--- config.mk ---
export PLATFORM = sky130hd
export DESIGN_NAME = kb_scan_decoder
export DESIGN_NICKNAME = d
export VERILOG_FILES = /design/src/rtl/kb_scan_decoder_pkg.sv /design/src/rtl/kb_scan_decoder_fifo.sv /design/src/rtl/kb_scan_decoder.sv
export SDC_FILE = /design/constraint.sdc
export NUM_CORES = 1
export LEC_CHECK = 0
export ABC_CLOCK_PERIOD_IN_PS = 3650
export CAP_MARGIN = 20
export CORE_MARGIN = 2
export CORE_UTILIZATION = 41
export DETAILED_ROUTE_END_ITERATION = 8
export PLACE_DENSITY = 0.7
export SYNTH_ARGS = -nofsm -noshare
export SYNTH_HDL_FRONTEND = slang
export SYNTH_SLANG_ARGS = --single-unit
--- constraint.sdc ---
create_clock -name clk -period 3.65 [get_ports clk]
set_input_delay 0.5475 -clock clk [delete_from_list [all_inputs] [get_ports clk]]
set_output_delay 0.5475 -clock clk [all_outputs]
set_load 0.02 [all_outputs]
--- src/rtl/kb_scan_decoder_pkg.sv ---
// Shared PS/2 keyboard definitions: protocol byte values, byte classes and the
// state encodings of the scan decoder's prefix and LED-command FSMs.
package kb_scan_decoder_pkg;

  localparam logic [7:0] KB_ACK     = 8'hFA;
  localparam logic [7:0] KB_RESEND  = 8'hFE;
  localparam logic [7:0] KB_EXT     = 8'hE0;
  localparam logic [7:0] KB_BRK     = 8'hF0;
  localparam logic [7:0] KB_BAT_OK  = 8'hAA;
  localparam logic [7:0] KB_ECHO    = 8'hEE;
  localparam logic [7:0] KB_CMD_LED = 8'hED;
  localparam logic [7:0] KB_ERR_LO  = 8'h00;
  localparam logic [7:0] KB_ERR_HI  = 8'hFF;

  localparam int EVT_W = 10;

  // Bit 1 = E0 seen, bit 0 = F0 seen, so the state doubles as the prefix flags.
  typedef enum logic [1:0] {
    D_IDLE    = 2'b00,
    D_BRK     = 2'b01,
    D_EXT     = 2'b10,
    D_EXT_BRK = 2'b11
  } dec_state_e;

  typedef enum logic [1:0] {
    C_IDLE     = 2'b00,
    C_SEND     = 2'b01,
    C_WAIT_TX  = 2'b10,
    C_WAIT_ACK = 2'b11
  } cmd_state_e;

  typedef enum logic [2:0] {
    B_CODE    = 3'd0,
    B_ACK     = 3'd1,
    B_RESEND  = 3'd2,
    B_DISCARD = 3'd3,
    B_EXT     = 3'd4,
    B_BRK     = 3'd5
  } byte_class_e;

  function automatic byte_class_e classify(input logic [7:0] b);
    byte_class_e c;
    case (b)
      KB_ACK:                                    c = B_ACK;
      KB_RESEND:                                 c = B_RESEND;
      KB_EXT:                                    c = B_EXT;
      KB_BRK:                                    c = B_BRK;
      KB_BAT_OK, KB_ECHO, KB_ERR_LO, KB_ERR_HI:  c = B_DISCARD;
      default:                                   c = B_CODE;
    endcase
    return c;
  endfunction

endpackage

--- src/rtl/kb_scan_decoder_fifo.sv ---
// Synchronous first-word-fall-through FIFO for key events; a push that finds
// the FIFO full with no simultaneous pop is dropped and reported on drop.
module kb_event_fifo #(
  parameter int WIDTH = 10,
  parameter int AW    = 4
) (
  input  logic             clk,
  input  logic             reset,
  input  logic             push,
  input  logic [WIDTH-1:0] din,
  input  logic             pop,
  output logic [WIDTH-1:0] dout,
  output logic             empty,
  output logic             drop
);

  localparam int DEPTH = 1 << AW;

  logic [WIDTH-1:0] mem [DEPTH];
  logic [AW-1:0]    wr_ptr_q, wr_ptr_d;
  logic [AW-1:0]    rd_ptr_q, rd_ptr_d;
  logic [AW:0]      count_q, count_d;
  logic             full;
  logic             do_push;
  logic             do_pop;

  assign empty   = (count_q == '0);
  assign full    = (count_q == (AW+1)'(DEPTH));
  assign do_pop  = pop & ~empty;
  // A pop in the same cycle frees the slot, so a full FIFO still accepts the push.
  assign do_push = push & (~full | do_pop);
  assign drop    = push & full & ~do_pop;
  assign dout    = mem[rd_ptr_q];

  always_comb begin
    wr_ptr_d = wr_ptr_q;
    rd_ptr_d = rd_ptr_q;
    count_d  = count_q;
    if (do_push) wr_ptr_d = wr_ptr_q + 1'b1;
    if (do_pop)  rd_ptr_d = rd_ptr_q + 1'b1;
    case ({do_push, do_pop})
      2'b10:   count_d = count_q + 1'b1;
      2'b01:   count_d = count_q - 1'b1;
      default: count_d = count_q;
    endcase
  end

  always_ff @(posedge clk) begin
    if (reset) begin
      wr_ptr_q <= '0;
      rd_ptr_q <= '0;
      count_q  <= '0;
    end else begin
      wr_ptr_q <= wr_ptr_d;
      rd_ptr_q <= rd_ptr_d;
      count_q  <= count_d;
    end
  end

  always_ff @(posedge clk) begin
    if (do_push) mem[wr_ptr_q] <= din;
  end

endmodule

--- src/rtl/kb_scan_decoder.sv ---
// PS/2 scan-code decoder: strips E0/F0 prefixes into buffered key events and
// sequences the ED/led-byte LED command with ACK, resend and timeout handling.
module kb_scan_decoder #(
  parameter int FIFO_AW = 4,
  parameter int ACK_TO  = 2000000,
  parameter int RETRIES = 3
) (
  input  logic       clk,
  input  logic       reset,
  input  logic       rx_done,
  input  logic [7:0] rx_data,
  input  logic       tx_done,
  output logic       we_ps2,
  output logic [7:0] tx_data,
  input  logic       rd,
  output logic       key_valid,
  output logic [7:0] key_code,
  output logic       key_ext,
  output logic       key_brk,
  output logic       overflow,
  input  logic       led_we,
  input  logic [2:0] led_val,
  output logic       cmd_busy,
  output logic       cmd_err
);
  import kb_scan_decoder_pkg::*;

  localparam int TW = $clog2(ACK_TO + 1);
  localparam int RW = $clog2(RETRIES + 2);
  localparam logic [TW-1:0] TIMER_LOAD = TW'(ACK_TO);

  byte_class_e cls;
  logic        ack_in;
  logic        nak_in;

  assign cls    = classify(rx_data);
  assign ack_in = rx_done & (cls == B_ACK);
  assign nak_in = rx_done & (cls == B_RESEND);

  // ---------------- prefix decode and event FIFO ----------------
  dec_state_e       dec_q, dec_d;
  logic [1:0]       dec_bits;
  logic             push;
  logic [EVT_W-1:0] head;
  logic             fifo_empty;
  logic             drop;
  logic             overflow_q, overflow_d;

  assign dec_bits = dec_q;

  always_comb begin
    dec_d = dec_q;
    push  = 1'b0;
    if (rx_done) begin
      case (cls)
        B_EXT:   dec_d = dec_state_e'({1'b1, dec_bits[0]});
        B_BRK:   dec_d = dec_state_e'({dec_bits[1], 1'b1});
        B_CODE: begin
          push  = 1'b1;
          dec_d = D_IDLE;
        end
        default: dec_d = dec_q;
      endcase
    end
  end

  kb_event_fifo #(
    .WIDTH (EVT_W),
    .AW    (FIFO_AW)
  ) u_fifo (
    .clk   (clk),
    .reset (reset),
    .push  (push),
    .din   ({dec_bits, rx_data}),
    .pop   (rd),
    .dout  (head),
    .empty (fifo_empty),
    .drop  (drop)
  );

  assign overflow_d = overflow_q | drop;
  assign key_valid  = ~fifo_empty;
  // Memory contents are not reset, so the head is masked while the FIFO is empty.
  assign key_code   = key_valid ? head[7:0] : 8'h00;
  assign key_brk    = key_valid & head[8];
  assign key_ext    = key_valid & head[9];
  assign overflow   = overflow_q;

  // ---------------- LED command sequencer ----------------
  cmd_state_e    cmd_q, cmd_d;
  logic [7:0]    tx_data_q, tx_data_d;
  logic [2:0]    led_q, led_d;
  logic [RW-1:0] retry_q, retry_d;
  logic [TW-1:0] timer_q, timer_d;
  logic          we_q, we_d;
  logic          err_q, err_d;

  always_comb begin
    cmd_d     = cmd_q;
    tx_data_d = tx_data_q;
    led_d     = led_q;
    retry_d   = retry_q;
    timer_d   = timer_q;
    we_d      = 1'b0;
    err_d     = 1'b0;
    case (cmd_q)
      C_IDLE: begin
        if (led_we) begin
          led_d     = led_val;
          tx_data_d = KB_CMD_LED;
          retry_d   = '0;
          we_d      = 1'b1;
          cmd_d     = C_SEND;
        end
      end
      C_SEND: begin
        timer_d = TIMER_LOAD;
        cmd_d   = C_WAIT_TX;
      end
      C_WAIT_TX: begin
        if (tx_done) begin
          timer_d = TIMER_LOAD;
          cmd_d   = C_WAIT_ACK;
        end else if (timer_q <= TW'(1)) begin
          err_d = 1'b1;
          cmd_d = C_IDLE;
        end else begin
          timer_d = timer_q - 1'b1;
        end
      end
      C_WAIT_ACK: begin
        if (ack_in) begin
          if (tx_data_q == KB_CMD_LED) begin
            tx_data_d = {5'b00000, led_q};
            retry_d   = '0;
            we_d      = 1'b1;
            cmd_d     = C_SEND;
          end else begin
            cmd_d = C_IDLE;
          end
        end else if (nak_in) begin
          if (retry_q >= RW'(RETRIES)) begin
            err_d = 1'b1;
            cmd_d = C_IDLE;
          end else begin
            retry_d = retry_q + 1'b1;
            we_d    = 1'b1;
            cmd_d   = C_SEND;
          end
        end else if (timer_q <= TW'(1)) begin
          err_d = 1'b1;
          cmd_d = C_IDLE;
        end else begin
          timer_d = timer_q - 1'b1;
        end
      end
      default: cmd_d = C_IDLE;
    endcase
  end

  always_ff @(posedge clk) begin
    if (reset) begin
      dec_q      <= D_IDLE;
      overflow_q <= 1'b0;
      cmd_q      <= C_IDLE;
      tx_data_q  <= 8'h00;
      led_q      <= 3'b000;
      retry_q    <= '0;
      timer_q    <= '0;
      we_q       <= 1'b0;
      err_q      <= 1'b0;
    end else begin
      dec_q      <= dec_d;
      overflow_q <= overflow_d;
      cmd_q      <= cmd_d;
      tx_data_q  <= tx_data_d;
      led_q      <= led_d;
      retry_q    <= retry_d;
      timer_q    <= timer_d;
      we_q       <= we_d;
      err_q      <= err_d;
    end
  end

  assign we_ps2   = we_q;
  assign tx_data  = tx_data_q;
  assign cmd_busy = (cmd_q != C_IDLE);
  assign cmd_err  = err_q;

endmodule
==> flow_summary.toml <==
[sta]
finalSetupTns_ns = 0
clock.fmax_ghz = 0.285
period_needed_ns = 3.51
rsz0062_at_grt = "false"
fin_skew_ns = 0.0278
tightest_slew_ns = 0.987
slew_viol_final = 0
relSlewSlack = 0.340
hold_viol = 0
hold_slack_ns = 0.461
finalSetupViolCount = 0
post-route-period-util = 0.961

[setup_path]
crit_top_cell = "mux4_2"
end_kind = "output port"
cp-start-kind = "flop"
worstSetupPathType = "flop to output port"
regToRegSetupSlack_ns = 0.57
cp_top_family = "multiplexers"
cp_slowest_cell = "mux4_2"
cp_cell_sequence = "bufbuf_16, mux4_2, mux4_2, nor2b_1, clkdlybuf4s50_1"
cp.required_ns = 3.10
arrival_ns = 2.96
critical_path.max_fanout = 18
max_stage_delay_ns = 0.55
cp_num_buf_inv = 2

[power_and_ir_drop]
power.total_uw = 7750
combPwrFrac = 0.329
netSwitchingPower_uw = 2440
p_per_area_nw_per_um2 = 723
p_leak_uw = 0.00353
pwr-share-seq = 0.391
internal-power_uw = 5300
clockPowerShare = 0.280
p_sw_frac = 0.315
ir_drop_mv = 0.512

[clocking]
cts_root_buffer = "clkbuf_16"
max-clock-path-buffers = 3
cts_sinks = 215
post_cts_buffers = 0
cts_hold_repair.buffers = 0
clkLatencyLatePin_ns = 0.52
cts_tree = "built"
path_clk_slew_ns = 0.06
numCtsBuffers = 22
h-tree-depth = 1

[synth]
synth.area.top_cells = "edfxtp_1, mux4_2, dfxtp_1, ha_1, nor2_1"
synth_top_area_cell = "edfxtp_1"
yosys.area.top_type_share = 0.531
yosysSeqAreaShare = 0.652
synth_edf_count = 160
syn-num-nets = 637
synthCells = 605
async_flop_share = 0
ys_ff_latch = 215
synth.avg_cell_area_sq_um = 15.0
syn_area_sq_um = 9060
ys.warnings.count = 0
yosys_most_used_dff = "edfxtp_1"
ys_types = 57

[outcome]
status = "completed"

[routing]
drt_drc_violations_left = 0
initialDrtViolationCount = 522
drt_wl_total_um = 20400
postRouteAntennaNets = 0
firstDrtPassIters = 5
num_vias = 5521
routed_via_density = 5.66
wl_per_cell_um = 21.0

[global_routing]
antenna_found_initial = 0
grt.total_usage = 0.175
grt_first_pass_wirelength_um = 31900
grt_pass1_vias = 5635
grt_max_degree = 41
overflow = 0

[placement]
portBuffers = 38
dp_hpwl_um = 13000
place.gp.congestion = 0.792

[cells_and_area]
num-nets-final = 711
areaGrowthSynthToFinish_pct = 18.3
antenna_cells = 0
fill_cells = 1835
drive_gt1_frac = 0.186

[run]
cap_viol_max_count = 0

[floorplanning]
rows = 54
initial_core_util = 0.416
dieWidth_um = 153
ios = 40
die_area_sq_um = 23300
core_sq_um = 21800
dieHeight_um = 153

[min_path]
hold_class = "flop to flop"
## power groups by stage
stage                     logic (uW)  clock network, uW  registers (uW)
after floorplan                 1780                  0            3030
after global placement          2440                  0            3050
after detailed placement        2520                  0            3070
after CTS                       2580               2220            3030
after global routing            2790               2310            3060
final                           2550               2170            3030
## registers in the layout, summed over array words and instances (netlist names), named ones only
| register | flops |
|---|---|
| tx_data | 4 |
| u_fifo.mem | 160 |
| led_q | 3 |
| u_fifo.count_q | 5 |
| dec_bits | 2 |
| timer_q | 21 |
| cmd_q | 2 |
| we_ps2 | 1 |
| overflow | 1 |
| cmd_err | 1 |
| retry_q | 3 |
| u_fifo.wr_ptr_q | 4 |
| u_fifo.rd_ptr_q | 4 |
## final cells by class
class | count | area (sq um) | area share
Sequential cell | 215 | 5910 | 0.552
Multi-Input combinational cell | 341 | 2950 | 0.275
Timing Repair Buffer | 76 | 716 | 0.0668
Clock buffer | 31 | 627 | 0.0585
Tap cell | 280 | 350 | 0.0327
Inverter | 23 | 86.3 | 0.00806
Clock inverter | 9 | 76.3 | 0.00712
## timing repair
| action | CTS | global route |
|---|---|---|
| setup endpoints to repair | 1 | 7 |
| resized for setup | 0 | 1 |
| endpoints found under the hold margin | 0 | 0 |
| cloned | 1 | 0 |
## worst reg2reg max path, stage by stage (launching register included)
cell and delay [ns]:
dfxtp_1 0.37, or4_1 0.58, o21ai_1 0.49, a21o_1 0.17
xnor2_1 0.07, ha_1 0.22, a2111oi_0 0.72, o21ai_0 0.17
nor3b_1 0.17
## synthesized netlist by cell type (2+ instances only)
cell and number:
edfxtp_1 160, dfxtp_1 55, mux4_2 50, nor2_1 46
a21oi_1 29, nor3_1 26, inv_1 23, nand2_1 21
xnor2_1 18, o21ai_0 17, clkbuf_1 15, ha_1 15
nor2b_1 13, nand3_1 10, or3_1 10, nor4_1 9
or4_1 7, and2_1 6, buf_1 6, xor2_1 5
a311oi_1 4, buf_4 4, nand4_1 4, a211oi_1 3
and3_1 3, and4_1 3, mux2i_1 3, o21ai_1 3
o31ai_1 3, a21o_1 2, a32oi_1 2, a41oi_1 2
nor3_2 2, nor3b_1 2, o211a_1 2
## metrics by stage
step           instances  instance area (sq um)  utilization  setup slack [ns]
2_1_floorplan        605                   9060            -             0.804
3_3_place_gp         933                   9970        0.458            0.0662
3_5_place_dp         933                   9970        0.458            0.0398
4_1_cts              974                  10700        0.492            0.0303
5_1_grt              975                  10700        0.493            0.0347
6_report             975                  10700        0.493             0.143
## logic make-up after synthesis
family	Yosys count	synth area share
flip-flops	215	0.652
AO/OA/AOI/OAI	79	0.0557
adder cells (fa/ha/maj)	15	0.0207
other	1	0.000414
XOR/XNOR	23	0.0222
AND/OR/NAND/NOR	169	0.0978
multiplexers	54	0.129
buffers and inverters	49	0.0221
## final timing paths
check / from / endpoint / cells after the start
setup / recovery: flop / key_code[5] / 5
hold reg to reg: led_q[0] / led_q[0] / 2
hold / removal: led_q[0] / led_q[0] / 2
setup reg to reg: u_fifo.count_q[1] / u_fifo.count_q[2] / 8
## cells in the final DEF, fill, tap and decap left out, types with 4 or more instances in the layout
master	n
a21oi_1	29
a311oi_1	4
and2_1	6
buf_4	35
clkbuf_1	5
clkbuf_16	23
clkdlybuf4s50_1	38
clkinv_1	4
dfxtp_1	53
edfxtp_1	160
ha_1	15
inv_1	23
mux4_2	50
nand2_1	21
nand3_1	10
nand4_1	4
nor2_1	46
nor2b_1	13
nor3_1	26
nor4_1	9
o21ai_0	17
or3_1	10
or4_1	7
xnor2_1	18
xor2_1	5
## layer usage
metal,track usage,vias to the layer above,share of wire
li1,-,2493,-
met1,0.232,2806,0.42
met2,0.295,182,0.50
met3,0.0350,40,0.059
met4,0.0467,0,0.027
met5,0,-,0
Note: power is estimated with default switching activity, not from simulation.
